### src/rtl/dac_seq_pkg.sv
// dac_seq_pkg: shared types and default constants for the DAC sample sequencer.
package dac_seq_pkg;
   localparam int DEF_WIDTH    = 10;
   localparam int DEF_CHANNELS = 2;
   localparam int DEF_DEPTH    = 8;
   localparam int DEF_DIV_W    = 8;
   localparam int DEF_CW       = (DEF_CHANNELS > 1) ? $clog2(DEF_CHANNELS) : 1;
   typedef enum logic {IDLE, RUN} state_t;
   typedef struct packed {
      logic [DEF_CW-1:0]    chan;
      logic [DEF_WIDTH-1:0] data;
   } sample_t;
endpackage

### src/rtl/sample_fifo.sv
// sample_fifo: circular FIFO with wrap-bit pointers; storage itself is never reset.
module sample_fifo #(
   parameter  int DW    = 11,
   parameter  int DEPTH = 8,
   localparam int LW    = $clog2(DEPTH) + 1
) (
   input  logic          CLK,
   input  logic          reset,
   input  logic          push,
   input  logic          pop,
   input  logic          flush,
   input  logic [DW-1:0] wdata,
   output logic [DW-1:0] rdata,
   output logic          full,
   output logic          empty,
   output logic [LW-1:0] level
);
   logic [DW-1:0] mem [DEPTH];
   logic [LW-1:0] wptr, rptr;
   assign full  = (wptr[LW-1] != rptr[LW-1]) && (wptr[LW-2:0] == rptr[LW-2:0]);
   assign empty = wptr == rptr;
   assign level = wptr - rptr;
   assign rdata = mem[rptr[LW-2:0]];
   always_ff @(posedge CLK or negedge reset)
      if (!reset) begin
         wptr <= '0;
         rptr <= '0;
      end else if (flush) begin
         wptr <= '0;
         rptr <= '0;
      end else begin
         if (push) wptr <= wptr + 1'b1;
         if (pop)  rptr <= rptr + 1'b1;
      end
   always_ff @(posedge CLK)
      if (push && !flush) mem[wptr[LW-2:0]] <= wdata;
endmodule

### src/rtl/dac_sample_sequencer.sv
// dac_sample_sequencer: paces FIFO'd samples out to per-channel DAC registers
// at a programmable tick rate, flagging underruns.
module dac_sample_sequencer
   import dac_seq_pkg::*;
#(
   parameter  int WIDTH    = DEF_WIDTH,
   parameter  int CHANNELS = DEF_CHANNELS,
   parameter  int DEPTH    = DEF_DEPTH,
   parameter  int DIV_W    = DEF_DIV_W,
   localparam int CW       = (CHANNELS > 1) ? $clog2(CHANNELS) : 1,
   localparam int LW       = $clog2(DEPTH) + 1
) (
   input  logic                      CLK,
   input  logic                      reset,
   input  logic                      in_valid,
   output logic                      in_ready,
   input  logic [WIDTH-1:0]          in_data,
   input  logic [CW-1:0]             in_chan,
   input  logic                      enable,
   input  logic                      flush,
   input  logic [DIV_W-1:0]          rate_div,
   input  logic                      clr_underrun,
   output logic [CHANNELS*WIDTH-1:0] dac_d,
   output logic [CHANNELS-1:0]       dac_update,
   output logic [LW-1:0]             level,
   output logic                      underrun
);
   typedef struct packed {
      logic [CW-1:0]    chan;
      logic [WIDTH-1:0] data;
   } entry_t;
   state_t              state, state_nx;
   logic [DIV_W-1:0]    cnt;
   logic                live, full, empty, tick, push, pop;
   entry_t              head;
   logic [CHANNELS-1:0] hit;
   // live keeps in_ready low until the first edge after reset release
   assign in_ready = live && !full && !flush;
   assign push     = in_valid && in_ready;
   assign tick     = (state == RUN) && (cnt == rate_div);
   assign pop      = tick && !empty && !flush;
   sample_fifo #(.DW(CW + WIDTH), .DEPTH(DEPTH)) u_fifo (
      .CLK   (CLK),
      .reset (reset),
      .push  (push),
      .pop   (pop),
      .flush (flush),
      .wdata ({in_chan, in_data}),
      .rdata (head),
      .full  (full),
      .empty (empty),
      .level (level)
   );
   always_comb state_nx = enable ? RUN : IDLE;
   always_ff @(posedge CLK or negedge reset)
      if (!reset) begin
         state    <= IDLE;
         live     <= 1'b0;
         cnt      <= '0;
         underrun <= 1'b0;
      end else begin
         state    <= state_nx;
         live     <= 1'b1;
         cnt      <= (state == RUN && !tick) ? cnt + 1'b1 : '0;
         underrun <= (tick && empty) || (underrun && !clr_underrun);
      end
   // out-of-range channels match no bit, so they are popped and dropped
   always_comb begin
      hit = '0;
      for (int k = 0; k < CHANNELS; k++) hit[k] = pop && (head.chan == CW'(k));
   end
   always_ff @(posedge CLK or negedge reset)
      if (!reset) begin
         dac_d      <= '0;
         dac_update <= '0;
      end else begin
         dac_update <= hit;
         for (int k = 0; k < CHANNELS; k++)
            if (hit[k]) dac_d[k*WIDTH +: WIDTH] <= head.data;
      end
endmodule

### config.mk
export PLATFORM = sky130hd
export DESIGN_NAME = dac_sample_sequencer
export DESIGN_NICKNAME = d
export VERILOG_FILES = /design/src/rtl/dac_seq_pkg.sv /design/src/rtl/sample_fifo.sv /design/src/rtl/dac_sample_sequencer.sv
export SDC_FILE = /design/constraint.sdc
export NUM_CORES = 1
export LEC_CHECK = 0
export BUFFER_PORTS_ARGS = -buffer_cell sky130_fd_sc_hd__buf_2
export CORE_MARGIN = 2
export CORE_UTILIZATION = 41
export DETAILED_ROUTE_END_ITERATION = 10
export GPL_TIMING_DRIVEN = 0
export SLEW_MARGIN = 10
export SYNTH_ARGS = -nofsm -noshare
export SYNTH_HDL_FRONTEND = slang
export SYNTH_SLANG_ARGS = --single-unit
### constraint.sdc
create_clock -name CLK -period 7 [get_ports CLK]
set_input_delay 1.05 -clock CLK [delete_from_list [all_inputs] [get_ports CLK]]
set_output_delay 1.05 -clock CLK [all_outputs]
set_load 0.05 [all_outputs]
# After elaboration in Yosys (flattened, before gate mapping)
# Memory sizes are Yosys's and may differ from the RTL's.
# Index checks and enable logic that the tools add are counted.
# totals
ff_bits,41
mem_count,1
output_inout_bits,28
ramBits,88
in_bits,25
# classes
n_reduce_logical,21
n_bitwise,1
mux,8
eq_ne,4
n_addsub,4
# mem_list
memory,words,width,rd,rd_clocked_by_memory_dff,wr,line,text
u_fifo.mem,8,11,1,0,1,sample_fifo.sv:18,logic [DW-1:0] mem [DEPTH];
# ops
operator,count
2-to-1 mux 4 bit,4
logical AND 1 bit,13
adder 4 x 1 -> 4 bit (second input constant),2
adder 8 x 1 -> 8 bit (second input constant),1
equality test 8 bit,1
2-to-1 mux 8 bit,1
logical NOT 1 bit,5
equality test 4 bit,1
nonzero test 2 bit,2
subtractor 4 bit,1
equality test 3 bit,1
2-to-1 mux 1 bit,3
logical OR 1 bit,1
inequality test 1 bit,1
NOT 1 bit,1

# Depth between registers and ports, before layout
# Gate-level depths: netlist (run 1).
# logic_depth
ltp_word,9
mapped_depth,8
depth_no_buf,6

# Modules after synthesis
# Synthesis (run 1) repeated with hierarchy kept, for this count alone.
# unflattened
cells_unflattened,318
area_unflattened_um2,5312.6
# by_module_without_submodules
module,area_each_um2,seq_area_each_um2,cells_per_inst,n_inst
sample_fifo,3902.5,2842.7,215,1
dac_sample_sequencer,1410.1,825.8,103,1

# Worst setup path after synthesis (run 1)
# OpenSTA, ideal clock, no wires.
# synth_timing
path_kind,reg-to-reg
start,register u_fifo.rptr[2]
end,"memory u_fifo.mem[0][0], enable pin"
period_less_slack_ps,3384
stages_incl_launch_ff,8
slack_ps,3616
t_arrival_ps,2991
setup_time_ps,393
path_cell_list,dfrtp_1 inv_1 buf_1 ha_1 nand3_1 o21a_1 nand3_1 nor3_1
# synth_via
elab_chain_len,9
# synth_lines
element,line,text
start: declaration,sample_fifo.sv:19,"logic [LW-1:0] wptr, rptr;"
start signal: assignment,sample_fifo.sv:33,if (pop) rptr <= rptr + 1'b1;
equality test 3 bit,sample_fifo.sv:20,assign full = (wptr[LW-1] != rptr[LW-1]) && (wptr[LW-2:0] == rptr[LW-2:0]);
logical AND 1 bit,sample_fifo.sv:20,
logical NOT 1 bit,dac_sample_sequencer.sv:38,assign in_ready = live && !full && !flush;
logical AND 1 bit (2 in a row),dac_sample_sequencer.sv:38,
via in_ready,dac_sample_sequencer.sv:16,"output logic in_ready,"
logical AND 1 bit,dac_sample_sequencer.sv:39,assign push = in_valid && in_ready;
logical AND 1 bit,sample_fifo.sv:36,if (push && !flush) mem[wptr[LW-2:0]] <= wdata;
2-to-1 mux 1 bit,sample_fifo.sv:36,
2-to-1 mux 1 bit (implied by the code),sample_fifo.sv:36,
end: declaration,sample_fifo.sv:18,
# The timed path passes the listed nets, and every way through them passes these cells.

# Worst setup path after layout (run 1)
# layout_timing
start,register u_fifo.rptr[2]
end,output port in_ready
# layout_via
elab_chain_len,5
# layout_lines
element,line
equality test 3 bit,sample_fifo.sv:20
logical AND 1 bit,sample_fifo.sv:20
logical NOT 1 bit,dac_sample_sequencer.sv:38
logical AND 1 bit (2 in a row),dac_sample_sequencer.sv:38
end: declaration,dac_sample_sequencer.sv:16
# No other way between the ends.

==> metrics, run 1 <==
Peak VDD IR 187 uV; # H-tree levels 4; worst hold path depth 1; vias in the first global route 3,014; Core ar. 12,700 um2; Cells after Synth 322; via/cell ratio 5.01; register area share after synthesis 68.6%; Die ar. 14,000 um2; Sum Neg Setup Slack 0 ps; GRT overflow 0; CP max stage delay 670 ps; Comb power frac 3.1%; WS Path Type flip-flop to primary output; Tmin final 3810 ps; GP Congestion 0.739; Lkg Pwr 2.50 nW; initial antenna violation count 1; commonest non-fill, non-tap cell in the layout edfxtp_1; Mapped Nets 354; Pwr Density 281 nW/um2; startpoint types flip-flop; setup violators final 0; top post-synthesis cells by area edfxtp_1 (49%), dfrtp_1 (19%), mux4_2 (8.8%), mux2i_1 (6.6%), inv_1 (2.0%); clock slew at reported path FFs 60 ps; final hold viol count 0; Synth warnings 0; Crit path arrival time 2760 ps; # resized after CTS 0; Rows 41; Critical Path Sink Type primary output; final-stage net count 427; Synth top area share 49.4%; hold_buf cts 0; number of synthesized register bits 129; antenna-violating nets left 0; worst reg-to-reg path cell count 7; RSZ-0062 raised after global routing false; area of the mapped netlist 5350 um2; Die Ht 118 um; Synth Area per Inst 16.6 um2; Post-synth ARST share 31.8%; WP depth 6; max-slew violation count 0; Slowest-stage cell, CP buf_1; biggest area consumer among synthesized cells edfxtp_1; CTS tree yes; post-CTS setup buffers 0; wire length per cell 17.5 um; Worst Path Buf+Inv 3; Crit path max-delay family buffers and inverters; P_int 1.44 mW; CTS Buffer Depth 2; DRT Pass-1 Iters 4; final period utilization 54.5%; Max Fanout on Critical Path 10; status completed; clock share of power 51.4%; Starting Density 42.2%; Top FF cell, synth edfxtp_1; most frequent cells in the layout edfxtp_1 (88), buf_2 (54), dfrtp_1 (41), mux2i_1 (35), inv_1 (29); Final Core Density 51.2%; DRT iter0 DRCs 258; Total GRT Usage 15.7%; first-pass GRT wire length 16.3 mm; fmax 262 MHz; vias 2,903; final wirelength 10.1 mm; maxcap violations 0; dpl hpwl 6.71 mm; Area growth, synth to finish 21.3%; share of cells above drive strength 1 29.2%; Die Wd 118 um; CTS Buf Count 17; Slew HR 14.6%; EDFF count, synth 88; clock tree sinks 129; clock skew 9.99 ps; pin count of the biggest net entering global routing 42; clock root cell clkbuf_16; crit-path cells inv_1 -> buf_1 -> ha_1 -> nand3_1 -> o21a_1 -> buf_2; Tightest Hold Check Type flip-flop to flip-flop; Psw 0.377 mW; DRC Markers 0; switching part of the total 20.7%; Crit path required time 5950 ps; Flop pwr share 45.5%; worst skew pair latency 410 ps; Synth cell types 37; I/O Pins 53; Slew @ Worst Pin 1280 ps; # diodes 0; Total Power 1.82 mW; PortBufs 52
==> kinds of logic (layout without fill, tap and decap cells) <==
logic type | after synthesis | count (layout) | synth area share (%)
flip-flops | 129 | 129 | 68.6
AO/OA/AOI/OAI | 13 | 13 | 1.64
other | 1 | 1 | 0.0701
buffers and inverters | 38 | 124 | 3.07
AND/OR/NAND/NOR | 55 | 55 | 5.48
XOR/XNOR | 19 | 19 | 3.11
adder cells (fa/ha/maj) | 7 | 7 | 1.78
multiplexers | 60 | 60 | 16.2
==> final timing paths <==
kind / from / slack (ps) / to
min in group asynchronous: reset / 790 / u_fifo.wptr[0]
worst min register to register: underrun / 500 / underrun
worst max-delay path: u_fifo.rptr[2] / 3190 / in_ready
worst min-delay path: underrun / 500 / underrun
worst max register to register: u_fifo.rptr[2] / 3290 / u_fifo.mem[6][9]
max in group asynchronous: reset / 5600 / dac_d[16]
==> synthesized netlist by cell type, types with 6 or more instances <==
cell      count
dfrtp_1      41
edfxtp_1     88
ha_1          6
inv_1        29
mux2i_1      35
mux4_2       21
nand3_1       8
nor2_1       21
xnor2_1      12
xor2_1        7
==> per-stage QoR <==
| step | instance area, um2 | instances | setup slack (ps) | hold slack [ps] |
|---|---|---|---|---|
| floorplan | 5350 | 322 | 3620 | 504 |
| global placement | 5820 | 546 | 2750 | 489 |
| detailed placement | 5850 | 548 | 3250 | 491 |
| CTS | 6480 | 580 | 3140 | 507 |
| global route | 6480 | 580 | 2990 | 521 |
| finish | 6480 | 580 | 3190 | 500 |
==> worst register-to-register path: cells and delay by family, from the launching register on <==
family                   cells  cell delay (ps)
AND/OR/NAND/NOR              3             1470
buffers and inverters        2              830
flip-flops                   1              440
adder cells (fa/ha/maj)      1              400
AO/OA/AOI/OAI                1              170
==> area by class of cell <==
cell class	count	area (um2)
flip-flops and latches	129	3670
clock buffers	18	429
well taps	172	215
inverters	29	109
clock inverters	14	205
fillers	1074	6190
repair buffers	54	279
plain buffers	9	55.1
multi-input cells	155	1520
==> power groups by stage <==
stage	Sequential (mW)	Combinational (mW)	Clock (mW)
after global placement	0.844	0.0546	0
after global routing	0.829	0.0633	0.986
final	0.829	0.0570	0.936
after detailed placement	0.844	0.0575	0
after floorplan	0.845	0.0276	0
after CTS	0.829	0.0577	0.951
==> routing by layer <==
| layer | wire length [um] | part of all wire [%] | global-route usage (%) |
|---|---|---|---|
| met1 | 4620 | 45 | 20.5 |
| met2 | 4910 | 48 | 25.0 |
| met3 | 475 | 4.7 | 4.54 |
| met4 | 141 | 1.4 | 5.65 |
| met5 | 7 | 0.069 | 0 |
==> sequential cells by signal, summed over array words and instances (netlist names) <==
signal,cells
u_fifo.mem,88
dac_d,20
state,1
cnt,8
underrun,1
u_fifo.rptr,4
live,1
u_fifo.wptr,4
dac_update,2
(Power assumes the default switching activity.)
==> run 2: changes to the inputs <==
Settings changed: ABC_AREA set to 1.
Clock period 7 ns to 3.91 ns, I/O delays scaled along.
==> run 2 against run 1 <==
Cell count up 34%. Global-route usage up 2.1 points. Clock power up 79%. Sequential power up 79%. Wire length up 19%. Highest routed layer is now met4. Core utilization down 0.35 points. Combinational power up 100%. Largest power group unchanged.
==> metrics, run 2 <==
initial antenna violation count 0; I/O Pins 53; max-slew violation count 0; share of cells above drive strength 1 19.0%; biggest area consumer among synthesized cells edfxtp_1; CTS tree yes; Tmin final 3400 ps; Crit path arrival time 3430 ps; RSZ-0062 raised after global routing false; pin count of the biggest net entering global routing 42; fillcell total 1,180; Area growth, synth to finish 21.1%; Rows 42; worst skew pair latency 420 ps; top post-synthesis cells by area edfxtp_1 (48%), dfrtp_1 (19%), nand2_1 (6.9%), nor2_1 (5.5%), o21ai_0 (4.9%); Top FF cell, synth edfxtp_1; count leader, synth nand2_1; Post-DP Area 6070 um2; mux cell area share after synthesis 0%; Total GRT Usage 17.8%; Die Wd 120 um; Tightest Hold Check Type primary input to asynchronous set/reset pin; crit-path cells inv_1 -> clkbuf_1 -> ha_1 -> inv_1 -> nor3_1 -> nand2_1 -> nand2_1 -> nor2_1 -> nand3_1 -> nor2_1; final wirelength 12.1 mm; PortBufs 52; DRC Markers 0; Critical Path Sink Type flip-flop; register area share after synthesis 66.3%; final period utilization 87.1%; Synth warnings 0; Post-Synth Simple-Gate Area 19.2%; clock root cell clkbuf_16; Core ar. 13,200 um2; clock slew at reported path FFs 60 ps; Crit path required time 3940 ps; setup ws final 506 ps; Post-synth ARST share 31.8%; Starting Density 42.0%; # resized after CTS 0; GRT overflow 0; FF+latch area 3670 um2; wire length per cell 15.6 um; clock skew 9.65 ps; # diodes 0; Synth Area in Compound Gates 6.69%; Die ar. 14,400 um2; final-stage net count 620; Mapped Nets 545; Max Fanout on Critical Path 11; WS Path Type flip-flop to flip-flop; EDFF count, synth 88; Synth Area per Inst 10.8 um2; adder-cell share of the synthesized area 1.72%; Worst Path Buf+Inv 3; Design Area, Final 6710 um2; final hold viol count 0; Peak VDD IR 316 uV; dpl hpwl 8.31 mm; number of synthesized register bits 129; CTS Buf Count 17; Slew HR 20.3%; Synth top area share 47.7%; hold_buf cts 0; largest family of logic cells by synthesized area simple AND/OR/NAND/NOR gates; CP max stage delay 940 ps; Largest register FFs 88; area of the multi-input gates 1660 um2; Pwr Density 489 nW/um2; vias in the first global route 3,705; post-synthesis xor/xnor area fraction 1.90%; fmax 294 MHz; post-CTS setup buffers 0; pre-CTS WS 469 ps; area of the mapped netlist 5540 um2; Slowest-stage cell, CP nor2_1; Sum Neg Setup Slack 0 ps; GP Congestion 0.801; clock tree sinks 129; most frequent cells in the layout nand2_1 (102), edfxtp_1 (88), nor2_1 (81), buf_2 (58), o21ai_0 (54); Non-Filler Instances 777; CTS Buffer Depth 2; DRT iter0 DRCs 302; first-pass GRT wire length 19.1 mm; Die Ht 120 um; top cells by count, synth nand2_1 (102), edfxtp_1 (88), nor2_1 (81); Crit path max-delay family simple AND/OR/NAND/NOR gates; startpoint types flip-flop; commonest non-fill, non-tap cell in the layout nand2_1; Cells after Synth 513; maxcap violations 0; Slew @ Worst Pin 1190 ps; Lkg Pwr 2.89 nW; setup violators final 0; antenna-violating nets left 0; vias 3,896; # H-tree levels 4; DRT Pass-1 Iters 5; via/cell ratio 5.01; Synth cell types 35; status completed; placed insts 745
[run 2: final timing paths]
kind                                     start  slack [ps]  depth (start not counted)                end
worst max register to register  u_fifo.rptr[2]         510                         10  u_fifo.mem[0][10]
max in group asynchronous                reset        3050                          1           dac_d[0]
worst min register to register       dac_d[17]         460                          2          dac_d[17]
worst min-delay path                     reset         290                          1             cnt[3]
min in group CLK                        enable         290                          1              state
worst max-delay path            u_fifo.rptr[2]         510                         10  u_fifo.mem[0][10]
[run 2: logic make-up (layout without fill, tap and decap cells)]
family	Yosys count	count (layout)
XOR/XNOR	12	12
adder cells (fa/ha/maj)	7	7
buffers and inverters	50	138
AO/OA/AOI/OAI	73	73
other	1	1
flip-flops	129	129
AND/OR/NAND/NOR	241	241
[run 2: area by class of cell]
cell class	instances	area share, %
Tap cell	176	3.28
Clock buffer	18	6.40
Clock inverter	14	3.02
Timing Repair Buffer	56	4.44
Inverter	25	1.40
Buffer	25	2.02
Sequential cell	129	54.7
Multi-Input combinational cell	334	24.7
[run 2: report_power, final]
group          internal [mW]  switching [mW]  leakage, nW
Combinational         0.0298          0.0838         1.22
Sequential              1.48         0.00699         1.36
Clock                   1.08           0.605        0.312
Total                   2.58           0.696         2.89
[run 2: routing by layer]
metal / wire length [um] / GRT usage, %
met5: 0 / 0
met4: 99 / 5.88
met3: 656 / 5.05
met2: 6070 / 29.2
met1: 5270 / 22.8
[run 2: metrics by stage]
step / power (mW) / hold slack (ps) / util (%)
2_1_floorplan: 1.57 / 291 / -
3_3_place_gp: 1.62 / 450 / 45.6
3_5_place_dp: 1.62 / 453 / 46.0
4_1_cts: 3.31 / 272 / 50.8
5_1_grt: 3.38 / 265 / 50.8
6_report: 3.28 / 286 / 50.8
